<file path="config.mk">
export PLATFORM = sky130hd
export DESIGN_NAME = instr_fetch_ctrl
export DESIGN_NICKNAME = d
export VERILOG_FILES = /design/src/rtl/fetch_pkg.sv /design/src/rtl/fetch_slot.sv /design/src/rtl/instr_fetch_ctrl.sv
export SDC_FILE = /design/constraint.sdc
export NUM_CORES = 1
export LEC_CHECK = 0
export BUFFER_PORTS_ARGS = -buffer_cell sky130_fd_sc_hd__buf_4
export CAP_MARGIN = 20
export CORE_MARGIN = 2
export CORE_UTILIZATION = 45
export DETAILED_ROUTE_END_ITERATION = 6
export GPL_TIMING_DRIVEN = 1
export PLACE_DENSITY = 0.89
export SYNTH_ARGS = -nofsm -noshare
export SYNTH_HDL_FRONTEND = slang
export SYNTH_SLANG_ARGS = --single-unit
</file>
<file path="constraint.sdc">
create_clock -name clk -period 1.9 [get_ports clk]
set_input_delay 0.38 -clock clk [delete_from_list [all_inputs] [get_ports clk]]
set_output_delay 0.38 -clock clk [all_outputs]
set_load 0.01 [all_outputs]
</file>
<file path="src/rtl/fetch_pkg.sv">
// Shared types and constants for the instruction fetch sequencer.
//   fetch_state_t : FSM encoding, also exported on the debug port
//   INSTR_W       : instruction word width
//   CNT_W         : retired-instruction counter width
//   NOP_WORD      : value the output slot holds after reset
package fetch_pkg;

  typedef enum logic [1:0] {
    IDLE  = 2'd0,
    FETCH = 2'd1,
    HALT  = 2'd2
  } fetch_state_t;

  localparam int          INSTR_W  = 32;
  localparam int          CNT_W    = 16;
  localparam logic [31:0] NOP_WORD = 32'h0;

endpackage

</file>
<file path="src/rtl/fetch_slot.sv">
// One-entry valid/ready output register between fetch and decode.
//   clk, rst_n : clock, async active-low reset
//   i_load     : capture i_instr/i_pc and mark the slot valid
//   i_flush    : drop the held word (wins over load)
//   i_ready    : downstream accepts the held word this cycle
//   i_instr    : instruction word to capture
//   i_pc       : address the word was fetched from
//   o_valid    : slot holds a word
//   o_instr    : held word (stable while valid and not accepted)
//   o_pc       : address of the held word
//   o_accept   : handshake completes this cycle (valid && ready)
//   o_free     : slot can take a new word this cycle
module fetch_slot
  import fetch_pkg::*;
#(
  parameter int WIDTH = 8
) (
  input  logic               clk,
  input  logic               rst_n,
  input  logic               i_load,
  input  logic               i_flush,
  input  logic               i_ready,
  input  logic [INSTR_W-1:0] i_instr,
  input  logic [WIDTH-1:0]   i_pc,
  output logic               o_valid,
  output logic [INSTR_W-1:0] o_instr,
  output logic [WIDTH-1:0]   o_pc,
  output logic               o_accept,
  output logic               o_free
);

  logic               r_valid;
  logic [INSTR_W-1:0] r_instr;
  logic [WIDTH-1:0]   r_pc;

  // NOTE: the payload registers are reset too, so nothing stale from before
  // reset can ever appear on instr/instr_pc, even while valid is low.
  always_ff @(posedge clk or negedge rst_n) begin
    if (!rst_n) begin
      r_valid <= 1'b0;
      r_instr <= NOP_WORD;
      r_pc    <= '0;
    end else if (i_flush) begin
      r_valid <= 1'b0;
    end else if (i_load) begin
      // NOTE: non-blocking assignments keep every register in this block
      // updating from pre-edge values, independent of statement order.
      r_valid <= 1'b1;
      r_instr <= i_instr;
      r_pc    <= i_pc;
    end else if (o_accept) begin
      r_valid <= 1'b0;
    end
  end

  assign o_accept = r_valid && i_ready;
  assign o_free   = !r_valid || i_ready;
  assign o_valid  = r_valid;
  assign o_instr  = r_instr;
  assign o_pc     = r_pc;

endmodule

</file>
<file path="src/rtl/instr_fetch_ctrl.sv">
// Fetch sequencer for a combinational, read-only instruction memory.
// Owns the pc, fills a one-entry output slot and stops at end of program.
//   clk, rst_n           : clock, async active-low reset
//   run                  : level, fetching enabled
//   step_mode, step      : when step_mode=1, one fetch per step pulse
//   imem_addr / imem_rd  : instruction memory address / returned word
//   instr, instr_pc      : registered word and the address it came from
//   instr_valid/ready    : handshake toward decode
//   redirect_valid/addr  : branch/jump taken; flush and reload pc
//   halted, fetch_state  : FSM status for debug
//   retired_cnt          : accepted handshakes, saturating
module instr_fetch_ctrl
  import fetch_pkg::*;
#(
  parameter int WIDTH    = 8,
  parameter int N_INSTR  = 7,
  parameter int RESET_PC = 0
) (
  input  logic               clk,
  input  logic               rst_n,
  input  logic               run,
  input  logic               step_mode,
  input  logic               step,
  output logic [WIDTH-1:0]   imem_addr,
  input  logic [INSTR_W-1:0] imem_rd,
  output logic [INSTR_W-1:0] instr,
  output logic [WIDTH-1:0]   instr_pc,
  output logic               instr_valid,
  input  logic               instr_ready,
  input  logic               redirect_valid,
  input  logic [WIDTH-1:0]   redirect_addr,
  output logic               halted,
  output logic [1:0]         fetch_state,
  output logic [CNT_W-1:0]   retired_cnt
);

  // pc carries one extra bit so a program filling the whole address space
  // still reaches the end-of-program condition instead of wrapping to 0.
  localparam logic [WIDTH:0] N_LIM    = (WIDTH + 1)'(N_INSTR);
  localparam logic [WIDTH:0] PC_RESET = (WIDTH + 1)'(RESET_PC);

  fetch_state_t     r_state, w_next_state;
  logic [WIDTH:0]   r_pc;
  logic [CNT_W-1:0] r_cnt;

  logic w_fetch_en, w_flush, w_accept, w_slot_free;
  logic w_pc_in_prog, w_redir_in_prog;

  assign w_pc_in_prog    = r_pc < N_LIM;
  assign w_redir_in_prog = {1'b0, redirect_addr} < N_LIM;

  always_ff @(posedge clk or negedge rst_n) begin
    if (!rst_n) r_state <= IDLE;
    else        r_state <= w_next_state;
  end

  // NOTE: every output of this block is defaulted first, so no path through
  // the case can leave a signal unassigned and infer a latch.
  always_comb begin
    w_next_state = r_state;
    w_fetch_en   = 1'b0;
    w_flush      = 1'b0;
    unique case (r_state)
      // A redirect in IDLE only moves the pc; it does not start fetching.
      IDLE: if (!redirect_valid && run) w_next_state = FETCH;
      FETCH: begin
        if (redirect_valid) begin
          w_flush = 1'b1;
          if (!run) w_next_state = IDLE;
        end else if (!run) begin
          w_next_state = IDLE;
        end else if (w_slot_free) begin
          // Halt only once the slot drains, so the last word is delivered.
          if (!w_pc_in_prog)             w_next_state = HALT;
          else if (!step_mode || step)   w_fetch_en   = 1'b1;
        end
      end
      HALT: begin
        if (redirect_valid) begin
          w_flush = 1'b1;
          if (w_redir_in_prog) w_next_state = FETCH;
        end
      end
      default: w_next_state = IDLE;
    endcase
  end

  always_ff @(posedge clk or negedge rst_n) begin
    if (!rst_n)              r_pc <= PC_RESET;
    else if (redirect_valid) r_pc <= {1'b0, redirect_addr};
    else if (w_fetch_en)     r_pc <= r_pc + 1'b1;
  end

  // Counts every handshake, including one coinciding with a redirect flush.
  always_ff @(posedge clk or negedge rst_n) begin
    if (!rst_n)                      r_cnt <= '0;
    else if (w_accept && r_cnt != '1) r_cnt <= r_cnt + 1'b1;
  end

  fetch_slot #(.WIDTH(WIDTH)) u_slot (
    .clk      (clk),
    .rst_n    (rst_n),
    .i_load   (w_fetch_en),
    .i_flush  (w_flush),
    .i_ready  (instr_ready),
    .i_instr  (imem_rd),
    .i_pc     (r_pc[WIDTH-1:0]),
    .o_valid  (instr_valid),
    .o_instr  (instr),
    .o_pc     (instr_pc),
    .o_accept (w_accept),
    .o_free   (w_slot_free)
  );

  assign imem_addr   = r_pc[WIDTH-1:0];
  assign halted      = (r_state == HALT);
  assign fetch_state = r_state;
  assign retired_cnt = r_cnt;

endmodule

</file>
# Word-level counts from Yosys, hierarchy flattened
# Index checks and enable logic that the tools add are counted.
# classes
addsub,2
multipliers,0
div,0
magnitude_cmp,2
n_eq_ne,9
shifts,0
n_mux,22
bitwise_logic,1
n_reduce_logical,14
# ops
op,n
$mux W9,2
$add A16 B1 Y16 const B,1
$mux W2,8
$ne A16 B16 Y1 const B,1
$mux W1,11
$add A9 B1 Y9 const B,1
$lt A9 B3 Y1 const B,1
$lt A8 B3 Y1 const B,1
$ne A3 B3 Y1 const B,2
$pmux W2 S3,1
$reduce_and A6 Y1,1
$ne A2 B2 Y1 const B,2
$logic_and A1 B1 Y1,3
$logic_not A1 Y1,3
$ne A3 B2 Y1 const B,1
$reduce_bool A3 Y1,1
$eq A2 B1 Y1 const B,1
$eq A2 B2 Y1 const B,1
$logic_not A2 Y1,1
$logic_or A1 B1 Y1,2
$ne A2 B1 Y1 const B,1
$reduce_and A2 Y1,1
$reduce_bool A2 Y1,1
$reduce_or A2 Y1,1
$not A1 Y1,1
# word_totals
reg_bits,68
latch_bits,0
ram_bits,0
romBits,0
in_bits,47
out_inout_bits,68
n_memories,0

# Longest topological paths before layout
# logic_depth
depth_word,10
ltp_mapped,8
mapped_depth_nobuf,6

# Cells and area by module
# From an unflattened synthesis, not the netlist that was laid out.
# unflattened
hier_cells,227
hier_area_um2,3061.7
# modules_own_cells
mod,instances,cells_each,area_each_um2
fetch_slot,1,90,1577.8
instr_fetch_ctrl,1,137,1483.9

# Least setup slack after synthesis
# Ideal clock, no wire load.
# synth_timing
path_type,flip-flop to flip-flop
startpoint,reg r_pc[3]
endpoint,reg u_slot.r_instr[10] (netlist: u_slot.o_instr[10])
arrival_time_ns,1.879
path_slack_ns,-0.104
stages_incl_launch_ff,7
n_path_buf,2
synth_period_minus_slack_ns,2.004
path_cell_list,dfrtp_1 or4_1 and4bb_4 and2_4 buf_12 buf_12 mux2_4
# synth_between
elab_chain_cells,7
# synth_rtl
element,line,source
start: declaration,instr_fetch_ctrl.sv:43,logic [WIDTH:0] r_pc;
start signal: assignment,instr_fetch_ctrl.sv:90,"else if (redirect_valid) r_pc <= {1'b0, redirect_addr};"
start signal: assignment,instr_fetch_ctrl.sv:91,else if (w_fetch_en) r_pc <= r_pc + 1'b1;
$lt A9 B3 Y1,instr_fetch_ctrl.sv:49,assign w_pc_in_prog = r_pc < N_LIM;
$mux W1,instr_fetch_ctrl.sv:74,if (!w_pc_in_prog) w_next_state = HALT;
$mux W1,instr_fetch_ctrl.sv:72,end else if (w_slot_free) begin
$mux W1,instr_fetch_ctrl.sv:70,end else if (!run) begin
$mux W1,instr_fetch_ctrl.sv:67,if (redirect_valid) begin
$mux W1,instr_fetch_ctrl.sv:63,unique case (r_state)
$reduce_and A2 Y1 (no source line),-,
end signal: assignment,fetch_slot.sv:49,r_instr <= i_instr;
end: declaration,fetch_slot.sv:33,logic [INSTR_W-1:0] r_instr;
# No other way between the ends.
# A chain may end at the register's enable or synchronous reset.

# Worst setup path after layout
# layout_timing
startpoint,reg r_pc[3]
endpoint,reg u_slot.r_instr[21] (netlist: u_slot.o_instr[21])
# The elaborated chain is that of the path after synthesis.

==> summary.md <==
| Metric | Value |
|---|---|
| First-pass GRT wire length | `11100 um` |
| Worst ir drop on vdd | `0.000779 V` |
| Violated checks | `negative setup slack` |
| WL per Instance | `15.0 um` |
| Core ar. | `just under 7000 um^2` |
| YS warnings | `0` |
| Max_cap viols | `0` |
| Slowest CP cell | `or4_1` |
| PortBufs | `114` |
| Vias | `2303` |
| Worst Path Required | `~2.1 ns` |
| Later-pin clock latency in the skew report | `0.33 ns` |
| Pins over their slew limit | `0` |
| First-pass DRT Iterations | `4` |
| CP delay by family, top | `simple AND/OR/NAND/NOR gates` |
| Worst-path cell chain | `or4_1 -> and4bb_4 -> and2_4 -> clkbuf_16 -> mux2_4` |
| Root Buffer | `clkbuf_8` |
| Ys flop type | `dfrtp_1` |
| Status | `finished with violations` |
| Final net count | `423` |
| Worst Path Max Fanout | `10` |
| Total grt overflow | `0` |
| Die Y | `88.0 um` |
| Final Setup Violations | `33` |
| Reg2Reg Setup Slack | `-0.09 ns` |
| DRT iter0 DRCs | `80` |
| Design area | `4430 um^2` |
| Final period util | `1.05` |
| Buf/Inv on CP | `1` |
| Vias per cell | `4.91` |
| Reg2reg start | `r_pc[3]$_DFFE_PN0P_` |
| Number of placement rows | `30` |
| Dominant cell type by area after synthesis | `dfrtp_1` |
| Syn nets | `between 200 and 300` |
| Detailed Route WL | `7040 um` |
| CTS tree | `built` |
| Gate Count Post-Synth | `235` |
| Post-synthesis sequential area ratio | `0.536` |
| Cell with the most instances after synthesis | `dfrtp_1` |
| Critical path class | `flop to flop` |
| Crit. End Element | `flop` |
| EDFF count, synth | `0` |
| ANT nets after route | `0` |
| P per Cell Area | `886 nW/um^2` |
| Final Skew | `0.0107 ns` |
| RSZ-0062 raised after global routing | `true` |
| Peak Freq | `503 MHz` |
| Yosys reg bits | `roughly 70` |
| Max_slew headroom | `0.435` |
| Critical R2R Capture | `u_slot.o_instr[21]$_DFFE_PN0P_` |
| I/O pins | `roughly 120` |
| Cell depth of the worst flop-to-flop path | `5` |
| DIE AREA | `just under 8000 um^2` |
| Final core utilization | `0.652` |
| HP Class | `primary input to async pin` |
| Avg Inst Size Synth | `13.5 um^2` |
| Yosys cell types | `39` |
| CP Launch Type | `flop` |
| Worst-Margin Slew | `roughly 0.85 ns` |
| Total track usage | `0.186` |
| # fillers | `526` |
| Final worst setup slack | `-0.0885 ns` |
| Final GP Congestion | `0.814` |
| Final Hold Fails | `0` |
| Cell Area, Placed | `~4200 um^2` |
| Die W | `roughly 88 um` |
| Largest net degree at the start of global routing | `69` |
| Initial antenna violation count | `0` |
| Min cycle time layout | `1.99 ns` |
| Synth top cells by count | `dfrtp_1, mux2_4, mux2_2, nand2_1, xor2_1` |
| Post-synth top area share | `0.536` |
| Asr flop ratio synth | `1.00` |
| Bufs on Longest Clock Path | `2` |
| Starting Density | `0.467` |
| # clock sinks | `a little under 70` |
| Post-Syn Area | `3170 um^2` |
| Total power | `3920 uW` |
| CTS HTree Levels | `3` |
| CTS clk-pin slew, worst paths | `0.08 ns` |
| P&R area growth vs syn | `39.6%` |
| Vias in the first global route | `2272` |
| Area contributors post-synth | `dfrtp_1, mux2_4, mux2_2` |
| Slowest cell delay on critical path | `roughly 0.50 ns` |
| Inserted Diodes | `0` |
| CTS Hold Bufs | `0` |
| Final HPWL DP | `around 5000 um` |
| Arrival @ worst endpoint | `around 2.2 ns` |
| Lkg Pwr | `roughly 0.0023 uW` |
| CTS Buf Count | `9` |
| Ratio of cells with drive above 1 in the final layout | `0.544` |
| Residual DRC count | `0` |
## layer usage
layer  vias to the layer above  part of all wire  routed length [um]  track usage
li1                       1086                 -                   -            -
met1                      1130              0.45                3140        0.252
met2                        79              0.49                3450        0.295
met3                         8             0.051                 358       0.0349
met4                         0             0.012                  86       0.0783
met5                         -                 0                   0            0
## through the flow
stage                     TNS (ns)  worst slack [ns]  hold WS (ns)  cells
after floorplan              -2.87            -0.104        0.0844    235
after global placement       -1.55           -0.0644         0.475    450
after detailed placement     -3.08            -0.107         0.477    450
after CTS                    -3.73            -0.132         0.183    466
after global routing         -3.61            -0.135         0.220    469
final                        -2.11           -0.0885         0.153    469
## cells in the final DEF (no fill, tap or decap), types with 8 or more instances in the layout
cell / instances
nand3_1: 8
buf_4: 135
clkbuf_8: 9
nand2_1: 16
mux2_2: 12
mux2_4: 33
xor2_1: 9
dfrtp_1: 68
## flip-flops by register name, summed over array words and instances (netlist names)
register / cells
fetch_state: 2
u_slot.o_valid: 1
u_slot.o_pc: 8
r_pc: 9
u_slot.o_instr: 32
retired_cnt: 16
## worst register-to-register path, stage by stage (launching register included)
cell and delay [ns]:
dfrtp_1 0.37, or4_1 0.50, and4bb_4 0.31, and2_4 0.21, clkbuf_16 0.19, mux2_4 0.30
## report_power, final
group | switching [uW] | total (uW) | internal, uW | leakage, uW
Combinational | 422 | 1070 | 645 | 0.00133
Sequential | 114 | 1750 | 1630 | 0.000909
Clock | 524 | 1110 | 587 | 0.0000870
## how the worst max path moves through the flow
stage / from / to / slack (ns) / depth (start not counted)
floorplan: r_pc[3]$_DFFE_PN0P_ / u_slot.o_instr[10]$_DFFE_PN0P_ / -0.10 / 6
global placement: r_pc[3]$_DFFE_PN0P_ / u_slot.o_instr[23]$_DFFE_PN0P_ / -0.06 / 5
detailed placement: r_pc[3]$_DFFE_PN0P_ / u_slot.o_instr[14]$_DFFE_PN0P_ / -0.11 / 5
CTS: r_pc[3]$_DFFE_PN0P_ / u_slot.o_instr[14]$_DFFE_PN0P_ / -0.13 / 5
global route: r_pc[4]$_DFFE_PN0P_ / u_slot.o_instr[7]$_DFFE_PN0P_ / -0.13 / 5
finish: r_pc[3]$_DFFE_PN0P_ / u_slot.o_instr[21]$_DFFE_PN0P_ / -0.09 / 5
## area by class of cell
type                       count  area [um^2]  area share
clock buffer                   9          124      0.0280
clock inverter                 5         55.1      0.0124
inverter                       5         18.8     0.00424
multi-input combinational    147         1320       0.298
sequential                    68         1700       0.384
tap                           96          120      0.0271
timing repair buffer         139         1090       0.246
## repair_timing
action,4_1_cts,5_1_grt
gates resized for setup,1,7
gates cloned,0,1
buffers inserted,2,2
endpoints found under the setup margin,41,44
endpoints found under the hold margin,0,0
pin swaps,0,1
## cells by family (layout without fill, tap and decap cells)
family | after synthesis | count (layout) | synth area share
mux | 46 | 46 | 0.196
fa+ha+maj | 6 | 6 | 0.0237
xor+xnor | 11 | 11 | 0.0304
flops | 68 | 68 | 0.536
buf+inv | 20 | 158 | 0.0560
simple gates | 65 | 65 | 0.118
compound gates | 19 | 19 | 0.0391
Power figures use the tool's default switching activity.
